[config.mk]
export PLATFORM = sky130hd
export DESIGN_NAME = result_collector
export DESIGN_NICKNAME = d
export VERILOG_FILES = /design/src/rtl/result_collector.sv
export SDC_FILE = /design/constraint.sdc
export NUM_CORES = 1
export LEC_CHECK = 0
export ABC_AREA = 1
export CORE_AREA = 2 2 207 209
export CTS_BUF_LIST = sky130_fd_sc_hd__clkbuf_8 sky130_fd_sc_hd__clkbuf_16
export DETAILED_ROUTE_END_ITERATION = 12
export DIE_AREA = 0 0 209 211
export GPL_ROUTABILITY_DRIVEN = 0
export GPL_TIMING_DRIVEN = 0
export SLEW_MARGIN = 25
export SYNTH_ARGS = -nofsm -noshare
export SYNTH_HDL_FRONTEND = slang
export SYNTH_SLANG_ARGS = --single-unit
[constraint.sdc]
create_clock -name clk -period 13.9 [get_ports clk]
set_clock_uncertainty 0.15 [all_clocks]
set_input_delay 2.78 -clock clk [delete_from_list [all_inputs] [get_ports clk]]
set_output_delay 2.78 -clock clk [all_outputs]
set_load 0.01 [all_outputs]
[src/rtl/result_collector.sv]
// Result collector: round-robin gathers finished pixels from the worker
// array and writes each one into the frame buffer.
//
// Ports:
//   clk, rst       system clock; synchronous active-high reset
//   clear          start a new frame (abort, zero counters, back to SCAN)
//   jw_rc_valid    per-worker "pixel ready" flags
//   jw_x/jw_y      per-worker pixel coordinates, stable while valid
//   jw_iter        per-worker iteration count (pixel data)
//   rc_jw_ack      one-hot, one-cycle pulse: that worker's pixel was taken
//   mem_wr_en      frame-buffer write request, held until mem_ready
//   mem_addr       y*(X_MAX+1)+x
//   mem_wdata      iteration count
//   mem_ready      frame buffer accepts the write this cycle
//   pix_count      pixels written in this frame
//   frame_done     high from the last write until clear/rst
//   coord_err      sticky: an out-of-range pixel was dropped
module result_collector #(
    parameter int NUM_WORKERS = 16,
    parameter int COORD_W     = 10,
    parameter int ITER_W      = 8,
    parameter int X_MAX       = 639,
    parameter int Y_MAX       = 479,
    parameter int ADDR_W      = 19
) (
    input  logic                                 clk,
    input  logic                                 rst,
    input  logic                                 clear,
    input  logic [NUM_WORKERS-1:0]               jw_rc_valid,
    input  logic [NUM_WORKERS-1:0][COORD_W-1:0]  jw_x,
    input  logic [NUM_WORKERS-1:0][COORD_W-1:0]  jw_y,
    input  logic [NUM_WORKERS-1:0][ITER_W-1:0]   jw_iter,
    output logic [NUM_WORKERS-1:0]               rc_jw_ack,
    output logic                                 mem_wr_en,
    output logic [ADDR_W-1:0]                    mem_addr,
    output logic [ITER_W-1:0]                    mem_wdata,
    input  logic                                 mem_ready,
    output logic [ADDR_W-1:0]                    pix_count,
    output logic                                 frame_done,
    output logic                                 coord_err
);

    localparam int PTR_W = (NUM_WORKERS > 1) ? $clog2(NUM_WORKERS) : 1;

    localparam logic [COORD_W-1:0] XM     = COORD_W'(X_MAX);
    localparam logic [COORD_W-1:0] YM     = COORD_W'(Y_MAX);
    localparam logic [ADDR_W-1:0]  STRIDE = ADDR_W'(X_MAX + 1);
    localparam logic [ADDR_W-1:0]  TOTAL  = ADDR_W'((X_MAX + 1) * (Y_MAX + 1));

    typedef enum logic [1:0] {
        SCAN  = 2'd0,
        WRITE = 2'd1,
        DONE  = 2'd2
    } state_t;

    state_t                   state, state_n;
    logic [PTR_W-1:0]         rr_ptr, rr_n;
    logic [NUM_WORKERS-1:0]   ack_n;
    logic                     wr_n;
    logic [ADDR_W-1:0]        addr_n;
    logic [ITER_W-1:0]        data_n;
    logic [ADDR_W-1:0]        pix_n;
    logic                     fd_n;
    logic                     ce_n;

    logic [NUM_WORKERS-1:0]   cand;
    logic                     found;
    logic [PTR_W-1:0]         sel;
    logic [PTR_W-1:0]         idx;
    logic [COORD_W-1:0]       sx, sy;
    logic                     in_range;
    logic [ADDR_W-1:0]        pix_inc;

    // The worker acked this cycle may still show valid for one cycle;
    // mask it so a lone worker cannot be captured twice.
    assign cand = jw_rc_valid & ~rc_jw_ack;

    always_comb begin
        found = 1'b0;
        sel   = '0;
        idx   = '0;
        for (int i = 0; i < NUM_WORKERS; i++) begin
            idx = rr_ptr + PTR_W'(i);
            if (!found && cand[idx]) begin
                found = 1'b1;
                sel   = idx;
            end
        end
    end

    assign sx       = jw_x[sel];
    assign sy       = jw_y[sel];
    assign in_range = (sx <= XM) && (sy <= YM);
    assign pix_inc  = pix_count + ADDR_W'(1);

    always_comb begin
        state_n = state;
        rr_n    = rr_ptr;
        ack_n   = '0;
        wr_n    = mem_wr_en;
        addr_n  = mem_addr;
        data_n  = mem_wdata;
        pix_n   = pix_count;
        fd_n    = frame_done;
        ce_n    = coord_err;
        if (clear) begin
            state_n = SCAN;
            rr_n    = '0;
            wr_n    = 1'b0;
            pix_n   = '0;
            fd_n    = 1'b0;
            ce_n    = 1'b0;
        end else begin
            unique case (state)
                SCAN: begin
                    if (found) begin
                        ack_n[sel] = 1'b1;
                        rr_n       = sel + PTR_W'(1);
                        if (in_range) begin
                            state_n = WRITE;
                            wr_n    = 1'b1;
                            addr_n  = ADDR_W'(sy) * STRIDE + ADDR_W'(sx);
                            data_n  = jw_iter[sel];
                        end else begin
                            ce_n = 1'b1;
                        end
                    end
                end
                WRITE: begin
                    if (mem_ready) begin
                        wr_n  = 1'b0;
                        pix_n = pix_inc;
                        if (pix_inc == TOTAL) begin
                            state_n = DONE;
                            fd_n    = 1'b1;
                        end else begin
                            state_n = SCAN;
                        end
                    end
                end
                DONE: begin
                end
                default: begin
                    state_n = SCAN;
                    wr_n    = 1'b0;
                end
            endcase
        end
    end

    always_ff @(posedge clk) begin
        if (rst) begin
            state      <= SCAN;
            rr_ptr     <= '0;
            rc_jw_ack  <= '0;
            mem_wr_en  <= 1'b0;
            mem_addr   <= '0;
            mem_wdata  <= '0;
            pix_count  <= '0;
            frame_done <= 1'b0;
            coord_err  <= 1'b0;
        end else begin
            state      <= state_n;
            rr_ptr     <= rr_n;
            rc_jw_ack  <= ack_n;
            mem_wr_en  <= wr_n;
            mem_addr   <= addr_n;
            mem_wdata  <= data_n;
            pix_count  <= pix_n;
            frame_done <= fd_n;
            coord_err  <= ce_n;
        end
    end

endmodule
==> results of run 1 <==
[logic make-up after synthesis]
kind of cell | Yosys count | share of synthesized area
AO/OA/AOI/OAI | 194 | 0.115
flip-flops | 70 | 0.135
AND/OR/NAND/NOR | 1199 | 0.538
adder cells (fa/ha/maj) | 32 | 0.0402
buffers and inverters | 332 | 0.137
XOR/XNOR | 38 | 0.0344
[cell usage in the layout (no fill, tap or decap), types with 20 or more instances in the layout]
cell type        instances
a21oi_1                 58
buf_2                   56
clkbuf_1                33
clkdlybuf4s50_1        532
dfxtp_1                 70
ha_1                    30
inv_1                  197
inv_2                   20
nand2_1                511
nand3_1                361
nand3b_1                25
nand4_1                 52
nor2_1                 156
o211ai_1                49
o21ai_0                 46
or2_2                   40
xor2_1                  30
[cells in the mapped netlist (3+ instances only)]
| cell | number | area (um2) |
|---|---|---|
| nor4_1 | 3 | 18.8 |
| xor2_1 | 30 | 263 |
| buf_6 | 8 | 90.1 |
| ha_1 | 30 | 375 |
| dfxtp_1 | 70 | 1400 |
| buf_1 | 6 | 22.5 |
| o21ai_1 | 3 | 15.0 |
| a21oi_1 | 58 | 290 |
| inv_2 | 20 | 75.1 |
| or2_2 | 40 | 250 |
| nand3_1 | 361 | 1810 |
| a31oi_1 | 9 | 56.3 |
| nor2_1 | 156 | 586 |
| nand2_1 | 511 | 1920 |
| nand2_4 | 5 | 56.3 |
| xnor2_1 | 5 | 43.8 |
| nand4_1 | 52 | 325 |
| o31ai_1 | 8 | 60.1 |
| nor2_2 | 5 | 31.3 |
| nor3_1 | 14 | 70.1 |
| inv_1 | 197 | 739 |
| nand4_4 | 3 | 63.8 |
| clkbuf_1 | 33 | 124 |
| o21bai_1 | 4 | 30.0 |
| buf_2 | 56 | 280 |
| o22ai_1 | 3 | 18.8 |
| buf_4 | 10 | 75.1 |
| nor2_4 | 5 | 56.3 |
| nand2_2 | 4 | 25.0 |
| o21ai_0 | 46 | 230 |
| o211ai_1 | 49 | 368 |
| nand3b_1 | 25 | 188 |
| or2_0 | 3 | 18.8 |
| nand3_2 | 4 | 40.0 |
[worst min-delay path, stage by stage, from the launching register on]
cell and delay, ps:
dfxtp_1 330, inv_1 50, a21oi_1 50
[through the flow]
step                      utilization  setup WS [ps]  cell area [um2]  instances
after floorplan                     -           5300            10300       1865
after global placement          0.391           2640            16300       2936
after detailed placement        0.391           2700            16300       2936
after CTS                       0.398           3050            16600       2952
after global routing            0.398           2350            16600       2956
final                           0.399           3030            16700       2961
[flip-flops by register name, indices dropped and copies added (netlist names)]
name and flops:
rr_ptr 4, mem_addr 19, rc_jw_ack 16, state 1
mem_wr_en 1, frame_done 1, mem_wdata 8, pix_count 19
coord_err 1
[worst paths after layout]
check | startpoint | endpoint | depth (start not counted)
worst max-delay path | jw_rc_valid[10] | mem_addr[18]$_SDFFE_PP0P_ | 37
worst max register to register | rr_ptr[1]$_SDFFE_PP0P_ | mem_addr[18]$_SDFFE_PP0P_ | 42
worst min register to register | frame_done$_SDFFE_PP0P_ | frame_done$_SDFFE_PP0P_ | 2
worst min-delay path | frame_done$_SDFFE_PP0P_ | frame_done$_SDFFE_PP0P_ | 2
[area by class of cell]
cell class	count	area, um2
clock inverters	7	61.3
plain buffers	113	593
flip-flops and latches	70	1400
well taps	539	674
diodes	9	22.5
inverters	219	822
multi-input cells	1463	7530
fillers	4513	25100
repair buffers	532	5330
clock buffers	9	225
[metal layers]
metal  up-vias  track usage  wire length (um)
met5         -            0                46
met4         6       0.0919              2010
met3       117       0.0690              5600
met2       779        0.486             30300
met1      6903        0.313             24100
li1       7236            -                 -
==> impl_metrics.py, run 1 <==
metrics = {
    "sta": {
        "slew_headroom": 0.399,
        "period_needed_ps": 10870,
        "hold_viol": 0,
        "setup_violations": 0,
        "fin_crit_sh": 0.782,
        "fin_tns_setup_ps": 0,
        "whs_ps": 327,
        "rsz0062_at_grt": "false",
        "worst_pin_slew_ps": 902,
        "fmax_mhz": 92.0,
        "finalMaxSlewViolations": 0,
    },
    "flow_run": {
        "maxCapViolCount": 0,
    },
    "clock_network": {
        "clk_pin_slew_ps": 70,
        "root_buffer": "clkbuf_16",
        "cts_tree": "done",
        "numCtsBuffers": 9,
        "cts_setup_buffers": 0,
        "clock_latency_ps": 350,
        "cts.repair.resized": 0,
        "clk_path_buf_depth": 2,
        "htree_num_levels": 3,
        "cts_hold_buf": 0,
        "cts.sink_count": 70,
    },
    "drt": {
        "drtIter0Drc": 1267,
        "antenna_left": 0,
        "avgViaCountPerCell": 5.08,
        "wire_per_inst_um": 21.0,
        "drtPass1Iterations": 6,
        "drc": 0,
        "dr_total_vias": 15000,
        "wl_um": 62100,
    },
    "critical_path": {
        "required_ps": 13990,
        "slowest_stage": "a311oi_1",
        "worstSetupPathType": "input port to flop",
        "cp_num_buf_inv": 7,
        "critPathLaunchType": "input port",
        "cp_top_family": "simple AND/OR/NAND/NOR gates",
        "r2r_slack_ps": 4420,
        "crit_arrival_ps": 10960,
        "cp_slowest_stage_delay_ps": 680,
        "crit_top_cell": "nor2_1",
        "crit_fanout": 10,
        "end_kind": "flop",
    },
    "synthesis": {
        "synth_area_um2": 10300,
        "yosysSeqAreaShare": 0.135,
        "synth_edf_count": 0,
        "async_reset_ff_frac": 0,
        "synthFlopType": "dfxtp_1",
        "ys_seq_elements": 70,
        "synth_warnings": 0,
        "synth_cell_types": 53,
        "synth_fp_nets": 2365,
        "netlist_instances": 1865,
        "avgSynthCellArea_um2": 5.55,
    },
    "die": {
        "start_util": 0.248,
        "rows": 75,
        "ios": 533,
        "dieArea_um2": 44100,
        "die_y_um": 211,
        "core-area_um2": 41800,
        "die_w_um": 209,
    },
    "grt": {
        "grt_pass1_vias": 14800,
        "grt_antenna_before_repair": 14,
        "grt_usage": 0.271,
        "grt_first_pass_wirelength_um": 89700,
        "grt_max_degree": 16,
        "gr-total-overflow": 0,
    },
    "status": {
        "outcome": "completed",
    },
    "placed_design": {
        "dp_hpwl_um": 52700,
        "port_buffers": 532,
    },
    "final_layout": {
        "area_delta_synth_final_pct": 61.0,
        "drive_gt1_frac": 0.0783,
        "final_net_count": 2908,
    },
    "hold_path": {
        "hold_path.class": "flop to flop",
    },
}
Power of run 1 is left out: the tool's default activity adds up to more than one toggle a clock period on the data nets, which glitch-free logic cannot reach.
==> inputs of run 2 (changes only) <==
CORE_AREA = 2 2 208 210   (was 2 2 207 209)
DIE_AREA = 0 0 210 212   (was 0 0 209 211)
clock period = 10.3 ns   (was 13.9 ns; I/O delays follow)
==> impl_metrics.py, run 2 (synthesis gave the netlist of run 1 again) <==
metrics = {
    "clock_network": {
        "cts_setup_buffers": 0,
        "root_buffer": "clkbuf_16",
        "cts.sink_count": 70,
        "clock_latency_ps": 350,
        "numCtsBuffers": 9,
        "clk_pin_slew_ps": 70,
        "clk_path_buf_depth": 2,
        "cts_tree": "done",
        "htree_num_levels": 3,
    },
    "grt": {
        "grt_usage": 0.268,
        "grt_antenna_before_repair": 12,
        "grt_max_degree": 21,
        "gr-total-overflow": 0,
        "grt_first_pass_wirelength_um": 89200,
        "grt_pass1_vias": 14600,
    },
    "final_layout": {
        "final_common_cell": "clkdlybuf4s50_1",
        "reg.largest.list": "mem_addr: 19 flops, pix_count: 19 flops, rc_jw_ack: 16 flops",
        "instances_no_fill": 2969,
        "fin_util": 0.393,
        "final_net_count": 2907,
        "drive_gt1_frac": 0.0800,
        "layout_common_cells": "532 x clkdlybuf4s50_1, 511 x nand2_1, 361 x nand3_1",
        "area_delta_synth_final_pct": 61.7,
    },
    "drt": {
        "drc": 0,
        "dr_total_vias": 15100,
        "drtPass1Iterations": 8,
        "wire_per_inst_um": 20.9,
        "avgViaCountPerCell": 5.07,
        "wl_um": 61900,
        "wl_met2_um": 30100,
        "top_layer": "met5",
        "wl_met1_um": 24500,
        "wl_met3_um": 4740,
        "drtIter0Drc": 1215,
        "antenna_left": 0,
    },
    "sta": {
        "finalMaxSlewViolations": 0,
        "fin_crit_sh": 0.947,
        "worst_pin_slew_ps": 1000,
        "rsz0062_at_grt": "false",
        "setup_violations": 0,
        "hold_viol": 0,
        "slew_headroom": 0.333,
        "fmax_mhz": 103,
        "period_needed_ps": 9750,
    },
    "critical_path": {
        "reg2regPathDepth": 45,
        "critPathLaunchType": "input port",
        "crit_top_cell": "nand2_1",
        "crit_end": "mem_addr[18]$_SDFFE_PP0P_",
        "slowest_stage": "a221oi_1",
        "r2r_start": "rr_ptr[1]$_SDFFE_PP0P_",
        "worstSetupPathType": "input port to flop",
        "required_ps": 10390,
        "crit_arrival_ps": 9840,
        "end_kind": "flop",
        "r2r_end": "mem_addr[18]$_SDFFE_PP0P_",
        "crit_start": "jw_rc_valid[8]",
        "r2r_slack_ps": 1070,
        "cp_slowest_stage_delay_ps": 820,
        "crit_fanout": 11,
    },
    "die": {
        "dieArea_um2": 44500,
        "die_y_um": 212,
        "ios": 533,
        "start_util": 0.243,
        "rows": 76,
        "core-area_um2": 42500,
        "die_w_um": 210,
    },
    "status": {
        "outcome": "completed",
    },
    "flow_run": {
        "maxCapViolCount": 0,
    },
    "placed_design": {
        "dp.cells": 2943,
        "port_buffers": 532,
        "dp_hpwl_um": 52400,
    },
    "hold_path": {
        "hp-start": "frame_done$_SDFFE_PP0P_",
        "hold_path.class": "flop to flop",
    },
}
[run 2: worst max-delay path: cells and delay by family]
kind | cells | cell delay [ps]
buf+inv | 8 | 2200
fa+ha+maj | 2 | 740
xor+xnor | 1 | 200
compound gates | 4 | 1570
simple gates | 24 | 3070
[run 2: stage by stage]
stage	hold slack [ps]	area [um2]	worst slack [ps]	setup TNS, ps
6_report	308	16700	550	0
5_1_grt	332	16700	36.6	0
4_1_cts	310	16700	227	0
3_5_place_dp	300	16400	-428	-590
3_3_place_gp	293	16400	-372	-495
2_1_floorplan	307	10300	2420	0
[run 2: how the worst min path moves through the flow]
| stage | endpoint | cells after the start |
|---|---|---|
| 2_1_floorplan | state[1]$_SDFFE_PP0P_ | 2 |
| 3_3_place_gp | frame_done$_SDFFE_PP0P_ | 2 |
| 3_5_place_dp | frame_done$_SDFFE_PP0P_ | 2 |
| 4_1_cts | frame_done$_SDFFE_PP0P_ | 2 |
| 5_1_grt | frame_done$_SDFFE_PP0P_ | 2 |
| 6_report | frame_done$_SDFFE_PP0P_ | 2 |
[run 2: routing by layer]
metal / vias up / track usage
met5: - / 0
li1: 7232 / -
met3: 126 / 0.0483
met1: 6920 / 0.315
met4: 4 / 0.109
met2: 784 / 0.479
[run 2: cell type report]
cell class                 instances  area (um2)
inverter                         219         822
timing repair buffer             532        5330
sequential                        70        1400
multi-input combinational       1463        7540
clock buffer                       9         225
tap                              546         683
clock inverter                     7         105
buffer                           112         594
antenna                           11        27.5
fill                            4594       25800
[run 2: what timing repair did]
item | in CTS | in global routing
gates resized for setup | 0 | 7
endpoints found under the setup margin | 1 | 2
hold buffers | 0 | 0
Power of run 2 is left out for the same reason.
